File: src/rtl/calc_pkg.sv
// Shared definitions for the keypad scanner: FSM state type, default timing
// constants and the key-index width helper.
package calc_pkg;

  typedef enum logic [1:0] {
    ST_SCAN     = 2'd0,
    ST_DEBOUNCE = 2'd1,
    ST_HELD     = 2'd2,
    ST_RELEASE  = 2'd3
  } state_t;

  localparam int DEF_ROWS          = 4;
  localparam int DEF_COLS          = 4;
  localparam int DEF_SCAN_DIV      = 4;
  localparam int DEF_DEBOUNCE      = 8;
  localparam int DEF_FIFO_DEPTH    = 4;
  localparam int DEF_REPEAT_DELAY  = 64;
  localparam int DEF_REPEAT_PERIOD = 16;

  function automatic int key_width(input int rows, input int cols);
    return (rows * cols > 1) ? $clog2(rows * cols) : 1;
  endfunction

endpackage

File: src/rtl/key_fifo.sv
// First-word-fall-through key queue with sticky overflow and synchronous clear.
module key_fifo
  import calc_pkg::*;
#(
  parameter int WIDTH = 4,
  parameter int DEPTH = 4
) (
  input  logic                   clk,
  input  logic                   rst,
  input  logic                   i_clear,
  input  logic                   i_push,
  input  logic [WIDTH-1:0]       i_data,
  input  logic                   i_pop,
  output logic [WIDTH-1:0]       o_data,
  output logic                   o_valid,
  output logic [$clog2(DEPTH):0] o_count,
  output logic                   o_overflow
);

  localparam int AW = $clog2(DEPTH);

  logic [WIDTH-1:0] r_mem [DEPTH];
  logic [AW-1:0]    r_rd;
  logic [AW-1:0]    r_wr;
  logic [AW:0]      r_count;
  logic             r_ovf;
  logic             w_full;
  logic             w_pop;
  logic             w_push;

  assign w_full = (r_count == (AW+1)'(DEPTH));
  assign w_pop  = i_pop && (r_count != '0);
  // A pop in the same cycle frees the slot, so a full queue still accepts.
  assign w_push = i_push && (!w_full || w_pop);

  always_ff @(posedge clk or posedge rst) begin
    if (rst) begin
      r_rd    <= '0;
      r_wr    <= '0;
      r_count <= '0;
      r_ovf   <= 1'b0;
    end else if (i_clear) begin
      r_rd    <= '0;
      r_wr    <= '0;
      r_count <= '0;
      r_ovf   <= 1'b0;
    end else begin
      if (w_push) r_wr <= r_wr + 1'b1;
      if (w_pop)  r_rd <= r_rd + 1'b1;
      if (w_push && !w_pop)      r_count <= r_count + 1'b1;
      else if (!w_push && w_pop) r_count <= r_count - 1'b1;
      if (i_push && !w_push) r_ovf <= 1'b1;
    end
  end

  always_ff @(posedge clk) begin
    if (w_push && !i_clear) r_mem[r_wr] <= i_data;
  end

  // Storage is not reset, so the head is masked to zero while empty.
  assign o_data     = (r_count != '0) ? r_mem[r_rd] : '0;
  assign o_valid    = (r_count != '0);
  assign o_count    = r_count;
  assign o_overflow = r_ovf;

endmodule

File: src/rtl/keypad_scan_queue.sv
// Matrix keypad scanner: column sweep, press/release debounce, hold-to-repeat,
// and a FWFT queue of key indices (row*COLS+col).
module keypad_scan_queue
  import calc_pkg::*;
#(
  parameter int ROWS          = DEF_ROWS,
  parameter int COLS          = DEF_COLS,
  parameter int SCAN_DIV      = DEF_SCAN_DIV,
  parameter int DEBOUNCE      = DEF_DEBOUNCE,
  parameter int FIFO_DEPTH    = DEF_FIFO_DEPTH,
  parameter int REPEAT_DELAY  = DEF_REPEAT_DELAY,
  parameter int REPEAT_PERIOD = DEF_REPEAT_PERIOD
) (
  input  logic                              clk,
  input  logic                              RST,
  input  logic [ROWS-1:0]                   RowIn,
  output logic [COLS-1:0]                   ColOut,
  input  logic                              repeat_en,
  input  logic                              clear,
  output logic [key_width(ROWS, COLS)-1:0]  key_code,
  output logic                              key_valid,
  input  logic                              key_ready,
  output logic [$clog2(FIFO_DEPTH):0]       count,
  output logic                              overflow,
  output state_t                            o_dbg_state
);

  localparam int KW = key_width(ROWS, COLS);
  localparam int CW = (COLS > 1) ? $clog2(COLS) : 1;
  localparam int RW = (ROWS > 1) ? $clog2(ROWS) : 1;
  localparam int TW = $clog2(REPEAT_DELAY + REPEAT_PERIOD + SCAN_DIV + DEBOUNCE + 1);

  state_t          r_state;
  logic [CW-1:0]   r_col;
  logic [TW-1:0]   r_div;
  logic [TW-1:0]   r_deb;
  logic [TW-1:0]   r_rep;
  logic            r_rep_first;
  logic [ROWS-1:0] r_pat;
  logic [KW-1:0]   r_key;
  logic            r_push;
  logic [RW-1:0]   w_row;
  logic [KW-1:0]   w_key;
  logic [CW-1:0]   w_col_next;
  logic [TW-1:0]   w_rep_thr;

  always_comb begin
    w_row = '0;
    for (int r = ROWS - 1; r >= 0; r--) begin
      if (!RowIn[r]) w_row = RW'(r);
    end
  end

  assign w_key      = KW'(int'(w_row) * COLS + int'(r_col));
  assign w_col_next = (r_col == CW'(COLS - 1)) ? '0 : r_col + 1'b1;
  assign w_rep_thr  = r_rep_first ? TW'(REPEAT_DELAY - 1) : TW'(REPEAT_PERIOD - 1);

  // r_deb counts matching cycles in DEBOUNCE and all-high cycles in HELD.
  always_ff @(posedge clk or posedge RST) begin
    if (RST) begin
      r_state     <= ST_SCAN;
      r_col       <= '0;
      r_div       <= '0;
      r_deb       <= '0;
      r_rep       <= '0;
      r_rep_first <= 1'b1;
      r_pat       <= '1;
      r_key       <= '0;
      r_push      <= 1'b0;
    end else begin
      r_push <= 1'b0;
      case (r_state)
        ST_SCAN: begin
          if (r_div == TW'(SCAN_DIV - 1)) begin
            r_div <= '0;
            if (&RowIn) begin
              r_col <= w_col_next;
            end else begin
              r_state <= ST_DEBOUNCE;
              r_pat   <= RowIn;
              r_key   <= w_key;
              r_deb   <= '0;
            end
          end else begin
            r_div <= r_div + 1'b1;
          end
        end
        ST_DEBOUNCE: begin
          if (RowIn != r_pat) begin
            r_state <= ST_SCAN;
            r_div   <= '0;
          end else if (r_deb == TW'(DEBOUNCE - 1)) begin
            r_push      <= 1'b1;
            r_state     <= ST_HELD;
            r_deb       <= '0;
            r_rep       <= '0;
            r_rep_first <= 1'b1;
          end else begin
            r_deb <= r_deb + 1'b1;
          end
        end
        ST_HELD: begin
          if (&RowIn) begin
            if (r_deb == TW'(DEBOUNCE - 1)) begin
              r_state <= ST_RELEASE;
              r_deb   <= '0;
            end else begin
              r_deb <= r_deb + 1'b1;
            end
          end else begin
            r_deb <= '0;
            if (!repeat_en) begin
              r_rep       <= '0;
              r_rep_first <= 1'b1;
            end else if (r_rep == w_rep_thr) begin
              r_push      <= 1'b1;
              r_rep       <= '0;
              r_rep_first <= 1'b0;
            end else begin
              r_rep <= r_rep + 1'b1;
            end
          end
        end
        ST_RELEASE: begin
          r_state <= ST_SCAN;
          r_col   <= w_col_next;
          r_div   <= '0;
        end
        default: r_state <= ST_SCAN;
      endcase
    end
  end

  assign ColOut      = ~(COLS'(1) << r_col);
  assign o_dbg_state = r_state;

  // Pop handshake: an entry leaves on a rising edge where key_valid and
  // key_ready are both high; key_code is stable while key_valid is high.
  key_fifo #(
    .WIDTH (KW),
    .DEPTH (FIFO_DEPTH)
  ) u_fifo (
    .clk        (clk),
    .rst        (RST),
    .i_clear    (clear),
    .i_push     (r_push),
    .i_data     (r_key),
    .i_pop      (key_ready),
    .o_data     (key_code),
    .o_valid    (key_valid),
    .o_count    (count),
    .o_overflow (overflow)
  );

endmodule

File: config.mk
export PLATFORM = sky130hd
export DESIGN_NAME = keypad_scan_queue
export DESIGN_NICKNAME = d
export VERILOG_FILES = /design/src/rtl/calc_pkg.sv /design/src/rtl/key_fifo.sv /design/src/rtl/keypad_scan_queue.sv
export SDC_FILE = /design/constraint.sdc
export NUM_CORES = 1
export LEC_CHECK = 0
export CORE_MARGIN = 8
export CORE_UTILIZATION = 45
export DETAILED_ROUTE_END_ITERATION = 16
export PLACE_DENSITY = 0.76
export SYNTH_ARGS = -nofsm -noshare
export SYNTH_HDL_FRONTEND = slang
export SYNTH_SLANG_ARGS = --single-unit
export TNS_END_PERCENT = 100
File: constraint.sdc
create_clock -name clk -period 4 [get_ports clk]
set_input_delay 0.8 -clock clk [delete_from_list [all_inputs] [get_ports clk]]
set_output_delay 0.8 -clock clk [all_outputs]
set_load 0.02 [all_outputs]
==> Word level (Yosys, flattened, before mapping) <==
Memories as Yosys holds them, arrays and structs flattened.
Index checks and enable logic that the tools add are counted.
{ "classes": {"addsub": 9, "mul": 0, "div": 0, "n_lt_le_gt_ge": 0, "n_eq_ne": 20, "shift": 1, "n_mux": 55, "bitwise_logic": 2, "n_reduce_logical": 29} }
{ "op_table": {"columns": ["op", "n"], "rows": [
  ["2-to-1 mux 7 bit", 12],
  ["one-hot mux 7 bit (3 select lines)", 2],
  ["2-to-1 mux 2 bit", 17],
  ["adder 7 x 1 -> 7 bit, second input constant", 3],
  ["inequality test 2 bit, second input constant", 9],
  ["2-to-1 mux 1 bit", 14],
  ["one-hot mux 7 bit (2 select lines)", 1],
  ["AND reduction 4 bit", 3],
  ["nonzero test 3 bit", 4],
  ["AND reduction 5 bit", 2],
  ["nonzero test 2 bit", 5],
  ["2-to-1 mux 3 bit", 3],
  ["one-hot mux 2 bit (4 select lines)", 1],
  ["equality test 7 x 2 -> 1 bit, second input constant", 1],
  ["equality test 7 x 3 -> 1 bit, second input constant", 1],
  ["equality test 7 x 6 -> 1 bit", 1],
  ["adder 2 x 1 -> 2 bit, second input constant", 3],
  ["equality test 2 bit, second input constant", 3],
  ["logical AND 1 bit", 6],
  ["2-to-1 mux 6 bit", 1],
  ["inequality test 3 bit, second input constant", 2],
  ["AND reduction 3 bit", 2],
  ["adder 4 x 2 -> 4 bit", 1],
  ["logical NOT 1 bit", 4],
  ["other kinds (14)", 15]
]} }
{ "word_totals": {"register_bits": 43, "latch_bits": 0, "mem_bits_rw": 16, "rom_bits": 0, "input_bits": 9, "output_inout_bits": 15, "wordCells": 130, "mem_count": 1} }
{ "memory_table": {"columns": ["name", "depth", "width", "read_ports", "rd_clocked_by_memory_dff", "write_ports", "line_no", "rtl"], "rows": [
  ["u_fifo.r_mem", 4, 4, 1, 0, 1, "key_fifo.sv:22", "logic [WIDTH-1:0] r_mem [DEPTH];"]
]} }

==> Longest topological paths before layout <==
Gate-level depths: netlist of run 1.
{ "logic_depth": {"word_depth": 9, "ltp_mapped": 9, "depth_no_buf": 9} }

==> Cells and area by module <==
From an unflattened synthesis of run 1, not the netlist that was laid out.
{ "hier_totals": {"hier_cells": 318, "hier_area_um2": 3321.9} }
{ "modules_own_cells": {"columns": ["module", "instances", "cells_each", "area_per_inst_um2", "seq_area_each_um2"], "rows": [
  ["keypad_scan_queue", 1, 224, 2089.5, 882.1],
  ["key_fifo", 1, 94, 1232.4, 680.7]
]} }

==> Least setup slack after synthesis of run 1 <==
No wires, ideal clock.
{ "synth_timing": {"kind": "input -> register", "from": "input key_ready", "to": "register u_fifo.r_count[2] (netlist: u_fifo.o_count[2])", "setup_time_ps": 78, "arrival_time_ps": 2487, "required_ps": 3922, "setup_slack_ps": 1435, "cell_stages": 8, "n_path_buf": 1, "path_cell_list": "clkbuf_1 o21ai_0 and3_1 fa_1 or3b_2 o21bai_1 a31oi_1 a21oi_1"} }
{ "synth_between": {"elab_chain_len": 6, "elab_cells_between_ends": 10, "classes_between": "mux (2); reduce/logical (8)"} }
{ "synth_rtl": {"columns": ["element", "line_no", "rtl"], "rows": [
  ["start: declaration", "keypad_scan_queue.sv:22", "input logic key_ready,"],
  ["logical AND 1 bit (*)", "key_fifo.sv:32", "assign w_pop = i_pop && (r_count != '0);"],
  ["logical OR 1 bit", "key_fifo.sv:34", "assign w_push = i_push && (!w_full || w_pop);"],
  ["logical AND 1 bit", "key_fifo.sv:34", null],
  ["logical AND 1 bit / logical NOT 1 bit (equally long branches)", "key_fifo.sv:50, key_fifo.sv:51", null],
  ["2-to-1 mux 3 bit / logical AND 1 bit (equally long branches)", "key_fifo.sv:50, key_fifo.sv:51", null],
  ["2-to-1 mux 3 bit / nonzero test 3 bit (equally long branches)", null, null],
  ["end signal: assignment", "key_fifo.sv:50", "if (w_push && !w_pop) r_count <= r_count + 1'b1;"],
  ["end signal: assignment", "key_fifo.sv:51", "else if (!w_push && w_pop) r_count <= r_count - 1'b1;"],
  ["end: declaration", "key_fifo.sv:25", "logic [AW:0] r_count;"]
]} }
Mark *: on every way between the ends. The rest lies on a longest branch, timed or not.
A chain may end at the register's enable or synchronous reset.

==> Worst setup path in the final report of run 1 <==
{ "layout_timing": {"from": "register u_fifo.r_rd[0]", "to": "output key_code[0]"} }
{ "layout_between": {"elab_chain_len": 2} }
{ "layout_rtl": {"columns": ["element", "line_no", "rtl"], "rows": [
  ["start: declaration", "key_fifo.sv:23", "logic [AW-1:0] r_rd;"],
  ["start signal: assignment", "key_fifo.sv:49", "if (w_pop) r_rd <= r_rd + 1'b1;"],
  ["memory (4 x 4 bit)", null, null],
  ["2-to-1 mux 4 bit", "key_fifo.sv:61", "assign o_data = (r_count != '0) ? r_mem[r_rd] : '0;"],
  ["end: declaration", "keypad_scan_queue.sv:20", "output logic [key_width(ROWS, COLS)-1:0] key_code,"]
]} }
Every way passes these cells.

==> report_table.html, run 1 <==
<table>
<tr><th>Metric</th><th>Value</th></tr>
<tr><th colspan="2">Route</th></tr>
<tr><td>Remaining antenna violation count after routing</td><td>0</td></tr>
<tr><td>Count of routing violations after the opening detailed-route iteration</td><td>115</td></tr>
<tr><td>Drt via density</td><td>5.41</td></tr>
<tr><td>Average routed wire per standard cell</td><td>13.9 um</td></tr>
<tr><td>Number of vias after detailed routing</td><td>2323</td></tr>
<tr><td>Residual DRC</td><td>0</td></tr>
<tr><td>Routed wire length</td><td>5950 um</td></tr>
<tr><td>Number of iterations in the first detailed-routing pass</td><td>4</td></tr>
<tr><th colspan="2">STA</th></tr>
<tr><td>Unrepaired setup endpoints after global routing</td><td>false</td></tr>
<tr><td>Max Freq</td><td>0.343 GHz</td></tr>
<tr><td>Final critical-path share of the clock period</td><td>72.8%</td></tr>
<tr><td>Maximum clock skew at final layout</td><td>0.00592 ns</td></tr>
<tr><td>Tightest slew margin relative to the limit</td><td>45.2%</td></tr>
<tr><td>Post-route setup TNS</td><td>0 ns</td></tr>
<tr><td>Shortest clock period the worst path allows after layout</td><td>2.91 ns</td></tr>
<tr><td>Pin slew with the least headroom to its limit</td><td>0.822 ns</td></tr>
<tr><td>Tightest hold margin</td><td>0.487 ns</td></tr>
<tr><td>Final setup viols</td><td>0</td></tr>
<tr><td>Final hold violations</td><td>0</td></tr>
<tr><td>Count of final max-slew check failures</td><td>0</td></tr>
<tr><th colspan="2">Synth</th></tr>
<tr><td>Post-Syn Area</td><td>3170 um2</td></tr>
<tr><td>Number of synthesized flops with an enable pin</td><td>16</td></tr>
<tr><td>Yosys synthesis warning count</td><td>0</td></tr>
<tr><td>Portion of the post-synthesis area used by sequential elements</td><td>49.3%</td></tr>
<tr><td>Dominant synthesized flop cell</td><td>sky130_fd_sc_hd__dfrtp_1</td></tr>
<tr><td>Synth cell types</td><td>53</td></tr>
<tr><td>Cells after synthesis</td><td>303</td></tr>
<tr><td>Post-Synthesis Net Count</td><td>330</td></tr>
<tr><td>Yosys reg bits</td><td>59</td></tr>
<tr><td>Synthesized area per cell</td><td>10.5 um2</td></tr>
<tr><td>Async set-or-reset flop fraction in the synthesized netlist</td><td>72.9%</td></tr>
<tr><th colspan="2">Setup path</th></tr>
<tr><td>Startpoint type of the worst setup path</td><td>register</td></tr>
<tr><td>Reg-to-reg slack, setup</td><td>1.57 ns</td></tr>
<tr><td>Cell Chain, Critical Path</td><td>mux4_2, and2_1, clkdlybuf4s50_1</td></tr>
<tr><td>Critical path's top delay family</td><td>flip-flops</td></tr>
<tr><td>Count of cell instances traversed by the critical path</td><td>3</td></tr>
<tr><td>WP data arrival</td><td>2.11 ns</td></tr>
<tr><td>Kind of end point of the critical path</td><td>output port</td></tr>
<tr><td>Worst setup path category</td><td>register to output port</td></tr>
<tr><td>Required time of the critical path</td><td>3.20 ns</td></tr>
<tr><td>Cell at the slowest stage of the critical path</td><td>sky130_fd_sc_hd__dfrtp_1</td></tr>
<tr><td>Top fanout value on the critical path</td><td>6</td></tr>
<tr><td>Number of cells traversed by the worst register-to-register path</td><td>4</td></tr>
<tr><td>Max incr delay on CP</td><td>0.54 ns</td></tr>
<tr><td>Number of buffer and inverter stages on the critical path</td><td>1</td></tr>
<tr><th colspan="2">Floorplan</th></tr>
<tr><td>Initial cell density of the core</td><td>46.7%</td></tr>
<tr><td>Die X</td><td>100 um</td></tr>
<tr><td>Rows</td><td>30</td></tr>
<tr><td>Area of the core</td><td>6790 um2</td></tr>
<tr><td>Die outline area</td><td>9990 um2</td></tr>
<tr><td>Die Height</td><td>100 um</td></tr>
<tr><td>Number of top-level design ports</td><td>24</td></tr>
<tr><th colspan="2">Pwr</th></tr>
<tr><td>Standby leakage power</td><td>1.55 nW</td></tr>
<tr><td>Design internal power</td><td>0.00134 W</td></tr>
<tr><td>Worst vdd rail ir drop</td><td>0.000447 V</td></tr>
<tr><td>Switching part of the total</td><td>33.3%</td></tr>
<tr><td>Reg power frac</td><td>41.6%</td></tr>
<tr><td>Share of power burned in the clock network</td><td>28.5%</td></tr>
<tr><td>Combinational fraction of design power</td><td>29.9%</td></tr>
<tr><td>Ratio of total power to cell area</td><td>542 nW/um2</td></tr>
<tr><td>Sw Pwr</td><td>0.000667 W</td></tr>
<tr><th colspan="2">CTS</th></tr>
<tr><td>Level count of the clock H-tree</td><td>3</td></tr>
<tr><td>Sink Count</td><td>59</td></tr>
<tr><td>Post-cts sizing count</td><td>0</td></tr>
<tr><td>Clock-pin transition on the worst setup and hold timing paths</td><td>0.06 ns</td></tr>
<tr><td>Clock latency of the later-clocked register in the worst-skew pair</td><td>0.34 ns</td></tr>
<tr><td>Buffer levels on the longest clock path</td><td>2</td></tr>
<tr><td>Number of setup buffers added after CTS</td><td>0</td></tr>
<tr><td>CTS hold repair buffers</td><td>0</td></tr>
<tr><td>Buffer cell driving the clock tree root</td><td>sky130_fd_sc_hd__clkbuf_8</td></tr>
<tr><td>Num CTS Buffers</td><td>9</td></tr>
<tr><td>CTS tree</td><td>yes</td></tr>
<tr><th colspan="2">Placed design</th></tr>
<tr><td>Post-place instance area</td><td>3490 um2</td></tr>
<tr><td>Post-detailed-placement half-perimeter wirelength</td><td>4320 um</td></tr>
<tr><td>Total of buffers placed on input and output ports</td><td>23</td></tr>
<tr><td>GP Congestion</td><td>0.840</td></tr>
<tr><th colspan="2">Final layout</th></tr>
<tr><td>Post-route standard cell area excluding fillers</td><td>3700 um2</td></tr>
<tr><td>Count of nets after finishing</td><td>355</td></tr>
<tr><td>Count of fill cells added during filler insertion</td><td>590</td></tr>
<tr><td>FF/Latch Area</td><td>1560 um2</td></tr>
<tr><td>Ratio of cells with drive above 1 in the final layout</td><td>10.8%</td></tr>
<tr><td>Signed area change from the synthesized netlist to the final layout</td><td>16.5%</td></tr>
<tr><td>Area occupied by multi-input gates</td><td>1500 um2</td></tr>
<tr><td>Final cell utilization of the core</td><td>54.4%</td></tr>
<tr><td>Antenna fix cells</td><td>0</td></tr>
<tr><th colspan="2">Run</th></tr>
<tr><td>Max capacitance violation total</td><td>0</td></tr>
<tr><th colspan="2">GRT</th></tr>
<tr><td>Number of antenna violations at the first check in global routing</td><td>0</td></tr>
<tr><td>First-pass GRT wire length</td><td>10200 um</td></tr>
<tr><td>Largest net degree at the start of global routing</td><td>44</td></tr>
<tr><td>Global route total overflow</td><td>0</td></tr>
<tr><td>Overall routing resource usage</td><td>12.7%</td></tr>
<tr><td>Vias in the first global route</td><td>2224</td></tr>
<tr><th colspan="2">Run status</th></tr>
<tr><td>Outcome</td><td>completed</td></tr>
<tr><th colspan="2">Worst hold path</th></tr>
<tr><td>Hold crit path type</td><td>register to register</td></tr>
<tr><td>WHS Path Cells</td><td>1</td></tr>
</table>
==> per-layer routing <==
| metal | global-route usage [%] | routed length (um) | vias to the layer above |
|---|---|---|---|
| met5 | 0 | 0 | - |
| met4 | 6.29 | 56 | 0 |
| met3 | 4.78 | 330 | 6 |
| met2 | 20.1 | 2900 | 48 |
| met1 | 14.7 | 2660 | 1122 |
| li1 | - | - | 1147 |
==> cells by family after synthesis <==
kind of cell | after synthesis | synth area share, %
and+or+nand+nor | 109 | 18.5
AOI/OAI and AO/OA | 70 | 14.0
DFF | 59 | 49.3
buffers and inverters | 28 | 3.47
adders and majority gates | 18 | 7.34
muxes | 10 | 4.89
xor gates and xnor gates | 9 | 2.49
==> layout by cell type, fill, tap and decap left out, types with 8 or more instances in the layout <==
cell                              Yosys  routed
sky130_fd_sc_hd__inv_1               18      18
sky130_fd_sc_hd__nand2_1             21      21
sky130_fd_sc_hd__edfxtp_1            16      16
sky130_fd_sc_hd__nor2_1              17      17
sky130_fd_sc_hd__dfrtp_1             38      38
sky130_fd_sc_hd__clkdlybuf4s50_1      0      23
sky130_fd_sc_hd__xor2_1               8       8
sky130_fd_sc_hd__nand3_1             14      14
sky130_fd_sc_hd__and3_1              10      10
sky130_fd_sc_hd__clkbuf_8             0       9
sky130_fd_sc_hd__and2_1               9       9
sky130_fd_sc_hd__o21ai_0             27      27
sky130_fd_sc_hd__ha_1                17      17
==> power groups by stage <==
stage,registers [W],logic (W),clock network [W]
floorplan,0.000827,0.000444,0
global placement,0.000838,0.000582,0
detailed placement,0.000844,0.000598,0
CTS,0.000833,0.000603,0.000587
global route,0.000848,0.000677,0.000610
finish,0.000833,0.000600,0.000570
==> layout make-up <==
cell class,instances,share of cell area [%]
Sequential cell,59,42.3
Multi-Input combinational cell,216,40.6
Timing Repair Buffer,24,6.43
Clock buffer,10,3.45
Tap cell,96,3.25
Clock inverter,6,2.20
Inverter,18,1.83
==> final timing paths <==
| path | startpoint | to |
|---|---|---|
| worst max register to register | r_div[3] | r_pat[0] |
| worst min register to register | r_rep[6] | r_rep[6] |
| worst max-delay path | u_fifo.r_rd[0] | key_code[0] |
| min in group asynchronous | RST | u_fifo.r_rd[0] |
| worst min-delay path | r_rep[6] | r_rep[6] |
| max in group asynchronous | RST | r_rep_first |
==> cell usage after synthesis, drive strengths merged, types with 5 or more instances <==
cell type / instances / area, um2
dfstp: 5 / 131
o31ai: 7 / 52.6
inv: 18 / 67.6
clkbuf: 6 / 22.5
edfxtp: 16 / 480
nor2b: 7 / 43.8
dfrtp: 38 / 951
nor2: 17 / 63.8
nand2b: 5 / 31.3
o21ai: 34 / 170
nand3: 14 / 70.1
nand2: 21 / 78.8
ha: 17 / 213
and3: 10 / 62.6
a22o: 5 / 43.8
nor3: 6 / 30.0
xor2: 8 / 70.1
a31oi: 6 / 37.5
and2: 10 / 63.8
==> flip-flops by register name, summed over array words and instances (netlist names), named ones only <==
signal and count:
u_fifo.r_mem 16, r_deb 7, r_div 7, r_rep 7, r_key 4, r_pat 4, u_fifo.o_count 3, r_col 2
u_fifo.r_rd 2, u_fifo.r_wr 2, o_dbg_state 1, r_push 1, r_rep_first 1, u_fifo.o_overflow 1
==> through the flow <==
| stage | instances | setup slack, ns | power [W] |
|---|---|---|---|
| 2_1_floorplan | 303 | 1.44 | 0.00127 |
| 3_3_place_gp | 413 | 0.868 | 0.00142 |
| 3_5_place_dp | 413 | 0.755 | 0.00144 |
| 4_1_cts | 429 | 1.04 | 0.00202 |
| 5_1_grt | 429 | 0.962 | 0.00214 |
| 6_report | 429 | 1.09 | 0.00200 |
(Power assumes the default switching activity.)
==> inputs of run 2 (changes only) <==
--- a/config.mk
+++ b/config.mk
@@ -8,7 +8,7 @@
 export CORE_MARGIN = 8
 export CORE_UTILIZATION = 45
 export DETAILED_ROUTE_END_ITERATION = 16
-export PLACE_DENSITY = 0.76
+export PLACE_DENSITY = 0.78
 export SYNTH_ARGS = -nofsm -noshare
 export SYNTH_HDL_FRONTEND = slang
 export SYNTH_SLANG_ARGS = --single-unit
==> constraint.sdc (replaced) <==
create_clock -name clk -period 2.5 [get_ports clk]
set_input_delay 0.5 -clock clk [delete_from_list [all_inputs] [get_ports clk]]
set_output_delay 0.5 -clock clk [all_outputs]
set_load 0.02 [all_outputs]
==> run 2 against run 1 <==
Sequential cell count stayed put. Cell count is 4.0% higher. Count of clock-buffer cells in the layout is 1 lower. Highest routed layer unchanged. Clock power is 84% higher. Critical path type unchanged. Routed wire length is 1.8% higher. Sequential power is 60% higher. Utilization is 2.4 points higher.
==> report_table.html, run 2 (synthesis gave the netlist of run 1 again) <==
<table>
<tr><th>Metric</th><th>Value</th></tr>
<tr><th colspan="2">Run status</th></tr>
<tr><td>Outcome</td><td>completed</td></tr>
<tr><th colspan="2">CTS</th></tr>
<tr><td>Buffer cell driving the clock tree root</td><td>sky130_fd_sc_hd__clkbuf_8</td></tr>
<tr><td>Sink Count</td><td>59</td></tr>
<tr><td>Num CTS Buffers</td><td>9</td></tr>
<tr><td>CTS hold repair buffers</td><td>0</td></tr>
<tr><td>Buffer levels on the longest clock path</td><td>2</td></tr>
<tr><td>Clock-pin transition on the worst setup and hold timing paths</td><td>0.07 ns</td></tr>
<tr><td>Clock latency of the later-clocked register in the worst-skew pair</td><td>0.34 ns</td></tr>
<tr><td>Level count of the clock H-tree</td><td>3</td></tr>
<tr><td>CTS tree</td><td>yes</td></tr>
<tr><th colspan="2">Placed design</th></tr>
<tr><td>Post-place instance area</td><td>3610 um2</td></tr>
<tr><td>Total of buffers placed on input and output ports</td><td>23</td></tr>
<tr><td>GP Congestion</td><td>0.828</td></tr>
<tr><td>Post-detailed-placement half-perimeter wirelength</td><td>4380 um</td></tr>
<tr><td>Worst setup slack after placement</td><td>-0.0207 ns</td></tr>
<tr><th colspan="2">Route</th></tr>
<tr><td>Number of vias after detailed routing</td><td>2375</td></tr>
<tr><td>Number of iterations in the first detailed-routing pass</td><td>4</td></tr>
<tr><td>Count of routing violations after the opening detailed-route iteration</td><td>105</td></tr>
<tr><td>Average routed wire per standard cell</td><td>13.6 um</td></tr>
<tr><td>Drt via density</td><td>5.33</td></tr>
<tr><td>Residual DRC</td><td>0</td></tr>
<tr><td>Remaining antenna violation count after routing</td><td>0</td></tr>
<tr><td>Routed wire length</td><td>6060 um</td></tr>
<tr><th colspan="2">Final layout</th></tr>
<tr><td>Commonest non-fill, non-tap cells in the layout</td><td>37 x sky130_fd_sc_hd__dfrtp_1, 27 x sky130_fd_sc_hd__o21ai_0, 21 x sky130_fd_sc_hd__nand2_1</td></tr>
<tr><td>FF/Latch Area</td><td>1560 um2</td></tr>
<tr><td>Signed area change from the synthesized netlist to the final layout</td><td>21.6%</td></tr>
<tr><td>Final cell utilization of the core</td><td>56.8%</td></tr>
<tr><td>Count of fill cells added during filler insertion</td><td>564</td></tr>
<tr><td>Ratio of cells with drive above 1 in the final layout</td><td>16.0%</td></tr>
<tr><td>Count of nets after finishing</td><td>372</td></tr>
<tr><td>Antenna fix cells</td><td>0</td></tr>
<tr><td>Post-route standard cell area excluding fillers</td><td>3860 um2</td></tr>
<tr><td>Most common cell after layout, fill and taps aside</td><td>sky130_fd_sc_hd__dfrtp_1</td></tr>
<tr><td>Max FFs per register</td><td>16</td></tr>
<tr><td>Area occupied by multi-input gates</td><td>1500 um2</td></tr>
<tr><td>Register containing the most flip-flops in the final layout</td><td>u_fifo.r_mem</td></tr>
<tr><th colspan="2">STA</th></tr>
<tr><td>Final setup viols</td><td>0</td></tr>
<tr><td>Count of final max-slew check failures</td><td>0</td></tr>
<tr><td>Tightest slew margin relative to the limit</td><td>63.9%</td></tr>
<tr><td>Final critical-path share of the clock period</td><td>92.6%</td></tr>
<tr><td>Max Freq</td><td>0.432 GHz</td></tr>
<tr><td>Final hold violations</td><td>0</td></tr>
<tr><td>Pin slew with the least headroom to its limit</td><td>0.542 ns</td></tr>
<tr><td>Maximum clock skew at final layout</td><td>0.00770 ns</td></tr>
<tr><td>Shortest clock period the worst path allows after layout</td><td>2.31 ns</td></tr>
<tr><td>Worst setup slack after layout</td><td>0.185 ns</td></tr>
<tr><td>Unrepaired setup endpoints after global routing</td><td>false</td></tr>
<tr><th colspan="2">Floorplan</th></tr>
<tr><td>Number of top-level design ports</td><td>24</td></tr>
<tr><td>Area of the core</td><td>6790 um2</td></tr>
<tr><td>Rows</td><td>30</td></tr>
<tr><td>Die outline area</td><td>9990 um2</td></tr>
<tr><td>Die X</td><td>100 um</td></tr>
<tr><td>Die Height</td><td>100 um</td></tr>
<tr><td>Initial cell density of the core</td><td>46.7%</td></tr>
<tr><th colspan="2">Pwr</th></tr>
<tr><td>Sw Pwr</td><td>0.00111 W</td></tr>
<tr><td>Design internal power</td><td>0.00231 W</td></tr>
<tr><td>Reg power frac</td><td>38.7%</td></tr>
<tr><td>Combinational fraction of design power</td><td>30.7%</td></tr>
<tr><td>Worst vdd rail ir drop</td><td>0.000655 V</td></tr>
<tr><td>Standby leakage power</td><td>1.67 nW</td></tr>
<tr><td>Switching part of the total</td><td>32.5%</td></tr>
<tr><td>Ratio of total power to cell area</td><td>889 nW/um2</td></tr>
<tr><td>Share of power burned in the clock network</td><td>30.6%</td></tr>
<tr><th colspan="2">Setup path</th></tr>
<tr><td>Max incr delay on CP</td><td>0.56 ns</td></tr>
<tr><td>Kind of end point of the critical path</td><td>output port</td></tr>
<tr><td>Cell Chain, Critical Path</td><td>or3_4, clkdlybuf4s50_1</td></tr>
<tr><td>WP data arrival</td><td>1.81 ns</td></tr>
<tr><td>Worst setup path category</td><td>register to output port</td></tr>
<tr><td>Required time of the critical path</td><td>2.00 ns</td></tr>
<tr><td>Cell at the slowest stage of the critical path</td><td>sky130_fd_sc_hd__clkdlybuf4s50_1</td></tr>
<tr><td>Top fanout value on the critical path</td><td>9</td></tr>
<tr><td>Number of buffer and inverter stages on the critical path</td><td>1</td></tr>
<tr><td>Critical path's top delay family</td><td>buffers and inverters</td></tr>
<tr><td>Startpoint type of the worst setup path</td><td>register</td></tr>
<tr><th colspan="2">GRT</th></tr>
<tr><td>Number of antenna violations at the first check in global routing</td><td>0</td></tr>
<tr><td>Largest net degree at the start of global routing</td><td>44</td></tr>
<tr><td>Global route total overflow</td><td>0</td></tr>
<tr><td>First-pass GRT wire length</td><td>10800 um</td></tr>
<tr><td>Overall routing resource usage</td><td>13.2%</td></tr>
<tr><td>Vias in the first global route</td><td>2442</td></tr>
<tr><th colspan="2">Run</th></tr>
<tr><td>Max capacitance violation total</td><td>0</td></tr>
<tr><th colspan="2">Worst hold path</th></tr>
<tr><td>Hold crit path type</td><td>register to register</td></tr>
</table>
-- run 2: worst paths after layout --
| kind | startpoint | to | slack (ns) | cells past startpoint |
|---|---|---|---|---|
| max | u_fifo.o_count[0] | key_valid | 0.19 | 2 |
| min | r_pat[1] | r_pat[1] | 0.49 | 2 |
| max reg2reg | u_fifo.o_count[0] | u_fifo.o_count[2] | 0.27 | 8 |
| min reg2reg | r_pat[1] | r_pat[1] | 0.49 | 2 |
| max in group asynchronous | RST | u_fifo.r_rd[0] | 1.51 | 3 |
| min in group asynchronous | RST | u_fifo.o_count[0] | 0.60 | 3 |
-- run 2: per-layer routing --
layer	part of all wire, %	GRT usage, %
met1	46	14.6
met2	49	22.9
met3	4.3	4.29
met4	1.4	5.12
met5	0	0
-- run 2: cell type report --
class | count | area share, %
clock buffer | 9 | 3.21
multi-input combinational | 216 | 39.0
clock inverter | 7 | 3.02
timing repair buffer | 41 | 9.34
sequential | 59 | 40.6
tap | 96 | 3.11
inverter | 18 | 1.75
-- run 2: power groups by stage --
stage | Clock [W] | Combinational [W] | Sequential (W)
2_1_floorplan | 0 | 0.000711 | 0.00132
3_3_place_gp | 0 | 0.00102 | 0.00133
3_5_place_dp | 0 | 0.00105 | 0.00135
4_1_cts | 0.00107 | 0.00106 | 0.00133
5_1_grt | 0.00111 | 0.00119 | 0.00135
6_report | 0.00105 | 0.00105 | 0.00133
-- run 2: worst reg2reg max path, stage by stage, from the launching register on --
cell	delay, ns
sky130_fd_sc_hd__dfrtp_1	0.46
sky130_fd_sc_hd__nor2_1	0.22
sky130_fd_sc_hd__nand2_1	0.11
sky130_fd_sc_hd__and3_1	0.19
sky130_fd_sc_hd__fa_1	0.38
sky130_fd_sc_hd__or3b_2	0.46
sky130_fd_sc_hd__o21bai_1	0.13
sky130_fd_sc_hd__a31oi_1	0.05
sky130_fd_sc_hd__a21oi_1	0.15
-- run 2: metrics by stage --
| stage | hold WS (ns) | TNS [ns] | power, W | std cells |
|---|---|---|---|---|
| final | 0.488 | 0 | 0.00343 | 446 |
| after global routing | 0.499 | 0 | 0.00365 | 446 |
| after CTS | 0.491 | 0 | 0.00345 | 446 |
| after detailed placement | 0.477 | -0.0574 | 0.00240 | 429 |
| after global placement | 0.469 | 0 | 0.00236 | 429 |
| after floorplan | 0.446 | 0 | 0.00203 | 303 |
-- run 2: repair_timing --
item                                    in CTS  in global routing
endpoints found under the hold margin        0                  0
resized for setup                            6                  0
buffers inserted                             1                  0
endpoints found under the setup margin       4                  0
==> inputs of run 3 (changes only) <==
--- a/config.mk
+++ b/config.mk
@@ -8,6 +8,7 @@
 export CORE_MARGIN = 8
 export CORE_UTILIZATION = 45
 export DETAILED_ROUTE_END_ITERATION = 16
+export GPL_TIMING_DRIVEN = 0
 export PLACE_DENSITY = 0.78
 export SYNTH_ARGS = -nofsm -noshare
 export SYNTH_HDL_FRONTEND = slang
==> run 3 against run 2 <==
Die area is the same. Non-clock buffer count fell by 10. Combinational power barely moved. Clock skew up 0.0028 ns. Routed wire length grew 2.9%. Register-to-register slack got worse by 0.09 ns. Sequential power hardly changed. Total power shrank 6.6%. Sequential share of layout area up 1.6 points. Worst setup slack worse by 0.11 ns. Critical endpoint is now u_fifo.o_count[2].
==> report_table.html, run 3 (synthesis gave the netlist of run 1 again) <==
<table>
<tr><th>Metric</th><th>Value</th></tr>
<tr><th colspan="2">Run status</th></tr>
<tr><td>Outcome</td><td>completed</td></tr>
<tr><th colspan="2">Route</th></tr>
<tr><td>Count of routing violations after the opening detailed-route iteration</td><td>63</td></tr>
<tr><td>Routed wire length</td><td>6230 um</td></tr>
<tr><td>Drt via density</td><td>5.34</td></tr>
<tr><td>Average routed wire per standard cell</td><td>14.3 um</td></tr>
<tr><td>Number of vias after detailed routing</td><td>2328</td></tr>
<tr><td>Residual DRC</td><td>0</td></tr>
<tr><td>Number of iterations in the first detailed-routing pass</td><td>4</td></tr>
<tr><td>Remaining antenna violation count after routing</td><td>0</td></tr>
<tr><th colspan="2">GRT</th></tr>
<tr><td>Overall routing resource usage</td><td>13.5%</td></tr>
<tr><td>Global route total overflow</td><td>0</td></tr>
<tr><td>Vias in the first global route</td><td>2367</td></tr>
<tr><td>Number of antenna violations at the first check in global routing</td><td>0</td></tr>
<tr><td>Largest net degree at the start of global routing</td><td>44</td></tr>
<tr><td>First-pass GRT wire length</td><td>10800 um</td></tr>
<tr><th colspan="2">Setup path</th></tr>
<tr><td>Startpoint type of the worst setup path</td><td>input port</td></tr>
<tr><td>Required time of the critical path</td><td>2.77 ns</td></tr>
<tr><td>Kind of end point of the critical path</td><td>register</td></tr>
<tr><td>Worst flop-to-flop path startpoint</td><td>u_fifo.o_count[0]</td></tr>
<tr><td>Critical path's top delay family</td><td>simple AND/OR/NAND/NOR gates</td></tr>
<tr><td>Cell at the slowest stage of the critical path</td><td>sky130_fd_sc_hd__clkdlybuf4s50_1</td></tr>
<tr><td>Number of cells traversed by the worst register-to-register path</td><td>8</td></tr>
<tr><td>Max incr delay on CP</td><td>0.49 ns</td></tr>
<tr><td>Reg-to-reg slack, setup</td><td>0.18 ns</td></tr>
<tr><td>WP data arrival</td><td>2.69 ns</td></tr>
<tr><td>Worst r2r dst</td><td>u_fifo.o_count[2]</td></tr>
<tr><td>Cell Chain, Critical Path</td><td>clkdlybuf4s50_1, buf_4, o21ai_0, and3_1, fa_1, or3b_2, o21bai_1, a31oi_1, a21oi_1</td></tr>
<tr><td>Top fanout value on the critical path</td><td>10</td></tr>
<tr><td>Worst setup path category</td><td>input port to register</td></tr>
<tr><td>Number of buffer and inverter stages on the critical path</td><td>2</td></tr>
<tr><th colspan="2">STA</th></tr>
<tr><td>Count of final max-slew check failures</td><td>0</td></tr>
<tr><td>Post-route setup TNS</td><td>0 ns</td></tr>
<tr><td>Pin slew with the least headroom to its limit</td><td>0.878 ns</td></tr>
<tr><td>Final setup viols</td><td>0</td></tr>
<tr><td>Shortest clock period the worst path allows after layout</td><td>2.42 ns</td></tr>
<tr><td>Tightest hold margin</td><td>0.486 ns</td></tr>
<tr><td>Tightest slew margin relative to the limit</td><td>41.4%</td></tr>
<tr><td>Unrepaired setup endpoints after global routing</td><td>true</td></tr>
<tr><td>Maximum clock skew at final layout</td><td>0.0105 ns</td></tr>
<tr><td>Final hold violations</td><td>0</td></tr>
<tr><td>Final critical-path share of the clock period</td><td>96.8%</td></tr>
<tr><td>Max Freq</td><td>0.413 GHz</td></tr>
<tr><th colspan="2">Pwr</th></tr>
<tr><td>Ratio of total power to cell area</td><td>862 nW/um2</td></tr>
<tr><td>Post-route total power</td><td>0.00320 W</td></tr>
<tr><td>Standby leakage power</td><td>1.59 nW</td></tr>
<tr><td>Worst vdd rail ir drop</td><td>0.000579 V</td></tr>
<tr><th colspan="2">Worst hold path</th></tr>
<tr><td>Hold crit path type</td><td>register to register</td></tr>
<tr><td>Worst hold path startpoint</td><td>r_pat[1]</td></tr>
<tr><td>WHS Path Cells</td><td>2</td></tr>
<tr><td>Hold Path Sink</td><td>r_pat[1]</td></tr>
<tr><th colspan="2">Final layout</th></tr>
<tr><td>Count of nets after finishing</td><td>362</td></tr>
<tr><td>Antenna fix cells</td><td>0</td></tr>
<tr><td>Ratio of cells with drive above 1 in the final layout</td><td>12.6%</td></tr>
<tr><td>Max FFs per register</td><td>16</td></tr>
<tr><td>Signed area change from the synthesized netlist to the final layout</td><td>17.1%</td></tr>
<tr><td>Count of fill cells added during filler insertion</td><td>591</td></tr>
<tr><td>Register containing the most flip-flops in the final layout</td><td>u_fifo.r_mem</td></tr>
<tr><td>Most common cell after layout, fill and taps aside</td><td>sky130_fd_sc_hd__dfrtp_1</td></tr>
<tr><td>Number of standard cells in the final layout excluding fillers</td><td>436</td></tr>
<tr><td>Commonest non-fill, non-tap cells in the layout</td><td>37 x sky130_fd_sc_hd__dfrtp_1, 27 x sky130_fd_sc_hd__o21ai_0, 21 x sky130_fd_sc_hd__nand2_1</td></tr>
<tr><th colspan="2">CTS</th></tr>
<tr><td>Buffer cell driving the clock tree root</td><td>sky130_fd_sc_hd__clkbuf_8</td></tr>
<tr><td>Number of setup buffers added after CTS</td><td>0</td></tr>
<tr><td>CTS tree</td><td>yes</td></tr>
<tr><td>CTS hold repair buffers</td><td>0</td></tr>
<tr><td>Clock-pin transition on the worst setup and hold timing paths</td><td>0.06 ns</td></tr>
<tr><td>Level count of the clock H-tree</td><td>3</td></tr>
<tr><td>Clock latency of the later-clocked register in the worst-skew pair</td><td>0.35 ns</td></tr>
<tr><td>Num CTS Buffers</td><td>9</td></tr>
<tr><td>Buffer levels on the longest clock path</td><td>2</td></tr>
<tr><td>Sink Count</td><td>59</td></tr>
<tr><th colspan="2">Floorplan</th></tr>
<tr><td>Rows</td><td>30</td></tr>
<tr><td>Initial cell density of the core</td><td>46.7%</td></tr>
<tr><td>Die outline area</td><td>9990 um2</td></tr>
<tr><td>Area of the core</td><td>6790 um2</td></tr>
<tr><td>Number of top-level design ports</td><td>24</td></tr>
<tr><td>Die Height</td><td>100 um</td></tr>
<tr><td>Die X</td><td>100 um</td></tr>
<tr><th colspan="2">Placed design</th></tr>
<tr><td>Post-detailed-placement half-perimeter wirelength</td><td>4470 um</td></tr>
<tr><td>Total of buffers placed on input and output ports</td><td>22</td></tr>
<tr><td>GP Congestion</td><td>0.788</td></tr>
<tr><td>Placed insts</td><td>421</td></tr>
<tr><th colspan="2">Run</th></tr>
<tr><td>Max capacitance violation total</td><td>0</td></tr>
</table>
-- run 3: cell count changes in the layout (fill, tap and decap cells not counted), sizes merged --
cell           change
buf               -14
clkbuf             +6
bufinv             -2
clkdlybuf4s50      -2
clkinvlp           +2
clkinv             -1
dlymetal6s2s       +1
-- run 3: worst max-delay path by stage --
stage,startpoint,to,slack [ns],cells past startpoint
after CTS,key_ready,u_fifo.o_count[2],0.02,9
after floorplan,key_ready,u_fifo.o_count[2],0.24,8
final,key_ready,u_fifo.o_count[2],0.08,9
after global placement,key_ready,u_fifo.o_count[2],-0.39,9
after global routing,key_ready,u_fifo.o_count[2],-0.03,9
after detailed placement,key_ready,u_fifo.o_count[2],-0.50,9
-- run 3: final cells by class --
| cell class | instances | area, um2 | area share [%] |
|---|---|---|---|
| Tap cell | 96 | 120 | 3.23 |
| Buffer | 9 | 43.8 | 1.18 |
| Timing Repair Buffer | 22 | 218 | 5.86 |
| Multi-Input combinational cell | 216 | 1520 | 40.8 |
| Sequential cell | 59 | 1560 | 42.1 |
| Clock inverter | 6 | 57.6 | 1.55 |
| Clock buffer | 10 | 128 | 3.44 |
| Inverter | 18 | 67.6 | 1.82 |
-- run 3: power by group --
group          switching [W]  internal (W)
Sequential          0.000134       0.00119
Clock               0.000381      0.000451
Combinational       0.000617      0.000425
-- run 3: repair_timing --
| action | in CTS | in global routing |
|---|---|---|
| endpoints found under the setup margin | 5 | 3 |
| pin swaps | 0 | 0 |
| resized for setup | 6 | 8 |
| endpoints found under the hold margin | 0 | 0 |
-- run 3: worst register-to-register path: cells and delay by family (launching register included) --
family | cells | cell delay, ns
simple gates | 4 | 1.02
compound gates | 3 | 0.35
fa+ha+maj | 1 | 0.40
flops | 1 | 0.47
-- run 3: metrics by stage --
step | area, um2 | util [%] | setup slack [ns]
global placement | 3510 | 51.7 | -0.390
CTS | 3690 | 54.3 | 0.0195
finish | 3710 | 54.7 | 0.0795
global route | 3710 | 54.7 | -0.0290
detailed placement | 3510 | 51.7 | -0.505
floorplan | 3170 | - | 0.235
-- run 3: routing by layer --
| metal | up-vias | GRT usage (%) | wire [um] |
|---|---|---|---|
| li1 | 1162 | - | - |
| met1 | 1118 | 15.6 | 2780 |
| met2 | 37 | 21.9 | 3040 |
| met3 | 11 | 5.54 | 329 |
| met4 | 0 | 4.77 | 89 |
| met5 | - | 0 | 0 |
==> variant 1 (settings of run 3) <==
Set the package constant `DEF_REPEAT_PERIOD` to 32 (it was 16).
--- a/src/rtl/calc_pkg.sv
+++ b/src/rtl/calc_pkg.sv
@@ -15,7 +15,7 @@
   localparam int DEF_DEBOUNCE      = 8;
   localparam int DEF_FIFO_DEPTH    = 4;
   localparam int DEF_REPEAT_DELAY  = 64;
-  localparam int DEF_REPEAT_PERIOD = 16;
+  localparam int DEF_REPEAT_PERIOD = 32;
 
   function automatic int key_width(input int rows, input int cols);
     return (rows * cols > 1) ? $clog2(rows * cols) : 1;
Formal check against the unedited RTL: same outputs for any inputs over 10 cycles, from zero or initial values and one cycle with RST high; that may be too few to reach the edited logic, so the function may still have changed.
==> variant 1 against run 3 <==
Wire length is 2.6% lower; sequential cell count stayed put; critical path depth is 6 lower; worst setup slack better by 16 ps; total power is 14% lower; maximum frequency is 0.65% higher; cell area is 0.98% lower; synthesized area is 0.16% higher; sequential power is 5% lower; critical endpoint is now key_valid.
==> variant 1: results <==
{
  "ys_types": 49,
  "dr_wl_met3_um": 326,
  "cts_root_buffer": "clkbuf_8",
  "area_delta_synth_final_pct": 15.8,
  "drtIter0Drc": 139,
  "vias_per_cell": 5.35,
  "crit_fanout": 9,
  "synth_fp_nets": 326,
  "clock_skew_ps": 4.87,
  "p_leak_uw": 0.00156,
  "crit_arrival_ps": 1900,
  "dr_total_vias": 2310,
  "layout-drive-gt1-share": 0.104,
  "antennaDiodeCount": 0,
  "placed_cells": 417,
  "grt_use_met3": 0.0491,
  "r2r_slack_ps": 220,
  "wl_per_cell_um": 14.1,
  "grt_pass1_wl_um": 10600,
  "synthTopCellsByArea": "dfrtp_1 30%, edfxtp_1 15%, ha_1 6.7%",
  "multi_input_area_share": 0.409,
  "crit_type": "flop to primary output",
  "ys_seq_area_frac": 0.492,
  "status": "complete, no violations",
  "timing.final.ws_setup_ps": 95.1,
  "synth-main-ff-cell": "dfrtp_1",
  "grt_util_met2": 0.211,
  "post_dp_cell_area_mm2": 0.00352,
  "async_reset_ff_frac": 0.729,
  "hpwl_um": 4360,
  "synth_common_cells": "38 x dfrtp_1, 26 x o21ai_0, 18 x inv_1",
  "synthesis.area_mm2": 0.00318,
  "nets": 358,
  "clk_share": 0.0436,
  "route.met2.wl_um": 3000,
  "crit_path_end": "key_valid",
  "holdWs_ps": 486,
  "cts_buffers": 9,
  "n_fill_cell": 622,
  "multi_input_gates": 212,
  "clk_latency_ps": 330,
  "clk_pin_slew_ps": 70,
  "dr.pass1.iters": 4,
  "met1_usage": 0.157,
  "gp_congestion": 0.842,
  "cts_max_level": 3,
  "route.layer.met1.wl_um": 2710,
  "vdd_drop_max_mv": 0.488,
  "internal-power_uw": 1820,
  "syn_inst": 299,
  "timing.slew.headroom": 0.408,
  "dp_slack_ps": -491,
  "track_usage": 0.132,
  "buf_share": 0.0711,
  "clkbuf_count": 10
}
-- variant 1: kinds of logic after synthesis --
kind of cell / share of synthesized area
mux: 0.0583
flops: 0.492
buf+inv: 0.0347
compound gates: 0.134
xor+xnor: 0.0276
fa+ha+maj: 0.0733
simple gates: 0.180
-- variant 1: worst max-delay path, cell delays in order (launching register included) --
cell,delay (ps)
dfrtp_1,450
or3_1,390
clkbuf_1,170
clkdlybuf4s50_1,570
-- variant 1: power groups by stage --
stage               clock (µW)  combinational, µW  sequential, µW
detailed placement           0                779            1280
global placement             0                752            1270
floorplan                    0                568            1260
finish                     708                782            1260
CTS                        737                785            1270
global route               779                877            1280
-- variant 1: what timing repair did --
| item | CTS | global route |
|---|---|---|
| endpoints found under the hold margin | 0 | 0 |
| pin swaps | 0 | 1 |
| resized for setup | 6 | 4 |
| setup endpoints to repair | 5 | 1 |
| cloned | 0 | 0 |
==> variant 2 (flow settings as in run 3) <==
Made on the original files. Make the reset (`RST` and `rst`) synchronous in 2 clocked blocks.
--- a/src/rtl/key_fifo.sv
+++ b/src/rtl/key_fifo.sv
@@ -33,7 +33,7 @@
   // A pop in the same cycle frees the slot, so a full queue still accepts.
   assign w_push = i_push && (!w_full || w_pop);
 
-  always_ff @(posedge clk or posedge rst) begin
+  always_ff @(posedge clk) begin
     if (rst) begin
       r_rd    <= '0;
       r_wr    <= '0;
--- a/src/rtl/keypad_scan_queue.sv
+++ b/src/rtl/keypad_scan_queue.sv
@@ -56,7 +56,7 @@
   assign w_rep_thr  = r_rep_first ? TW'(REPEAT_DELAY - 1) : TW'(REPEAT_PERIOD - 1);
 
   // r_deb counts matching cycles in DEBOUNCE and all-high cycles in HELD.
-  always_ff @(posedge clk or posedge RST) begin
+  always_ff @(posedge clk) begin
     if (RST) begin
       r_state     <= ST_SCAN;
       r_col       <= '0;
Formal check against the unedited RTL: differs if RST is asserted again (counterexample within 10 cycles, from zero or initial values and one cycle with RST high); with RST held inactive, the same outputs for 10 cycles.
==> variant 2 against run 3 <==
Count of clock-buffer cells in the layout is 1 higher; cell area is 3.5% lower; synthesized cell count is 4.0% higher; non-clock buffer count is 1 lower; worst setup slack better by 47 ps; wire length is 0.16% lower; sequential power is 19% lower; synthesized area is 3.6% lower; clock skew hardly changed; sequential cell count is 2 higher; cell count is 0.69% lower; register-to-register slack hardly changed; total power is 22% lower; highest routed layer unchanged; critical path depth is 1 higher.
==> variant 2: results <==
{
  "hpwl_um": 4490,
  "grt_max_degree": 11,
  "port_buffers": 23,
  "rr_startpoint": "u_fifo.o_count[0]$_SDFFE_PP0P_",
  "reg2reg_to": "u_fifo.o_count[2]$_SDFFE_PP0P_",
  "grt_use_met3": 0.0458,
  "hold_start": "r_deb[6]$_SDFFE_PP0P_",
  "pg_seq_uw": 1080,
  "total_power_uw": 2490,
  "status": "complete, no violations",
  "grt_pass1_wl_um": 10500,
  "placed_cells": 418,
  "max_clock_freq_mhz": 421,
  "dr_wl_met3_um": 341,
  "track_usage": 0.135,
  "syn_area_per_cell_um2": 9.70,
  "p_leak_uw": 0.00140,
  "met1_usage": 0.147,
  "route.layer.met1.wl_um": 2680,
  "synth_compound_area_frac": 0.140,
  "crit_fanout": 4,
  "async_reset_ff_frac": 0,
  "vdd_drop_max_mv": 0.765,
  "synth_common_cells": "45 x dfxtp_1, 34 x nor2_1, 29 x nand2_1",
  "post_cts_resized": 1,
  "synth_xor_area_frac": 0.0258,
  "dp_slack_ps": -210,
  "timing.slew.headroom": 0.572,
  "clock_skew_ps": 10.1,
  "route.met2.wl_um": 3040
}
==> variant 2: worst max-delay path, cell delays in order <==
cell             delay [ps]
clkdlybuf4s50_1         510
nor4b_2                  70
nand2b_1                230
inv_1                    90
ha_1                    170
inv_1                    60
fa_1                    380
xor2_1                  180
or3_1                   310
a21oi_1                 140
==> variant 2: final cells by class <==
cell class              count  area, µm²  share of cell area
clock buffers              11        131              0.0367
well taps                  80        100              0.0279
flip-flops and latches     61       1380               0.386
multi-input cells         228       1580               0.442
plain buffers               7       26.3             0.00733
inverters                  18       67.6              0.0189
clock inverters             5       51.3              0.0143
repair buffers             23        240              0.0670
==> variant 2: logic make-up after synthesis <==
| family | count (synthesis) |
|---|---|
| buffers and inverters | 26 |
| DFF | 61 |
| muxes | 14 |
| and+or+nand+nor | 126 |
| xor gates and xnor gates | 9 |
| AOI/OAI and AO/OA | 61 |
| adders and majority gates | 18 |
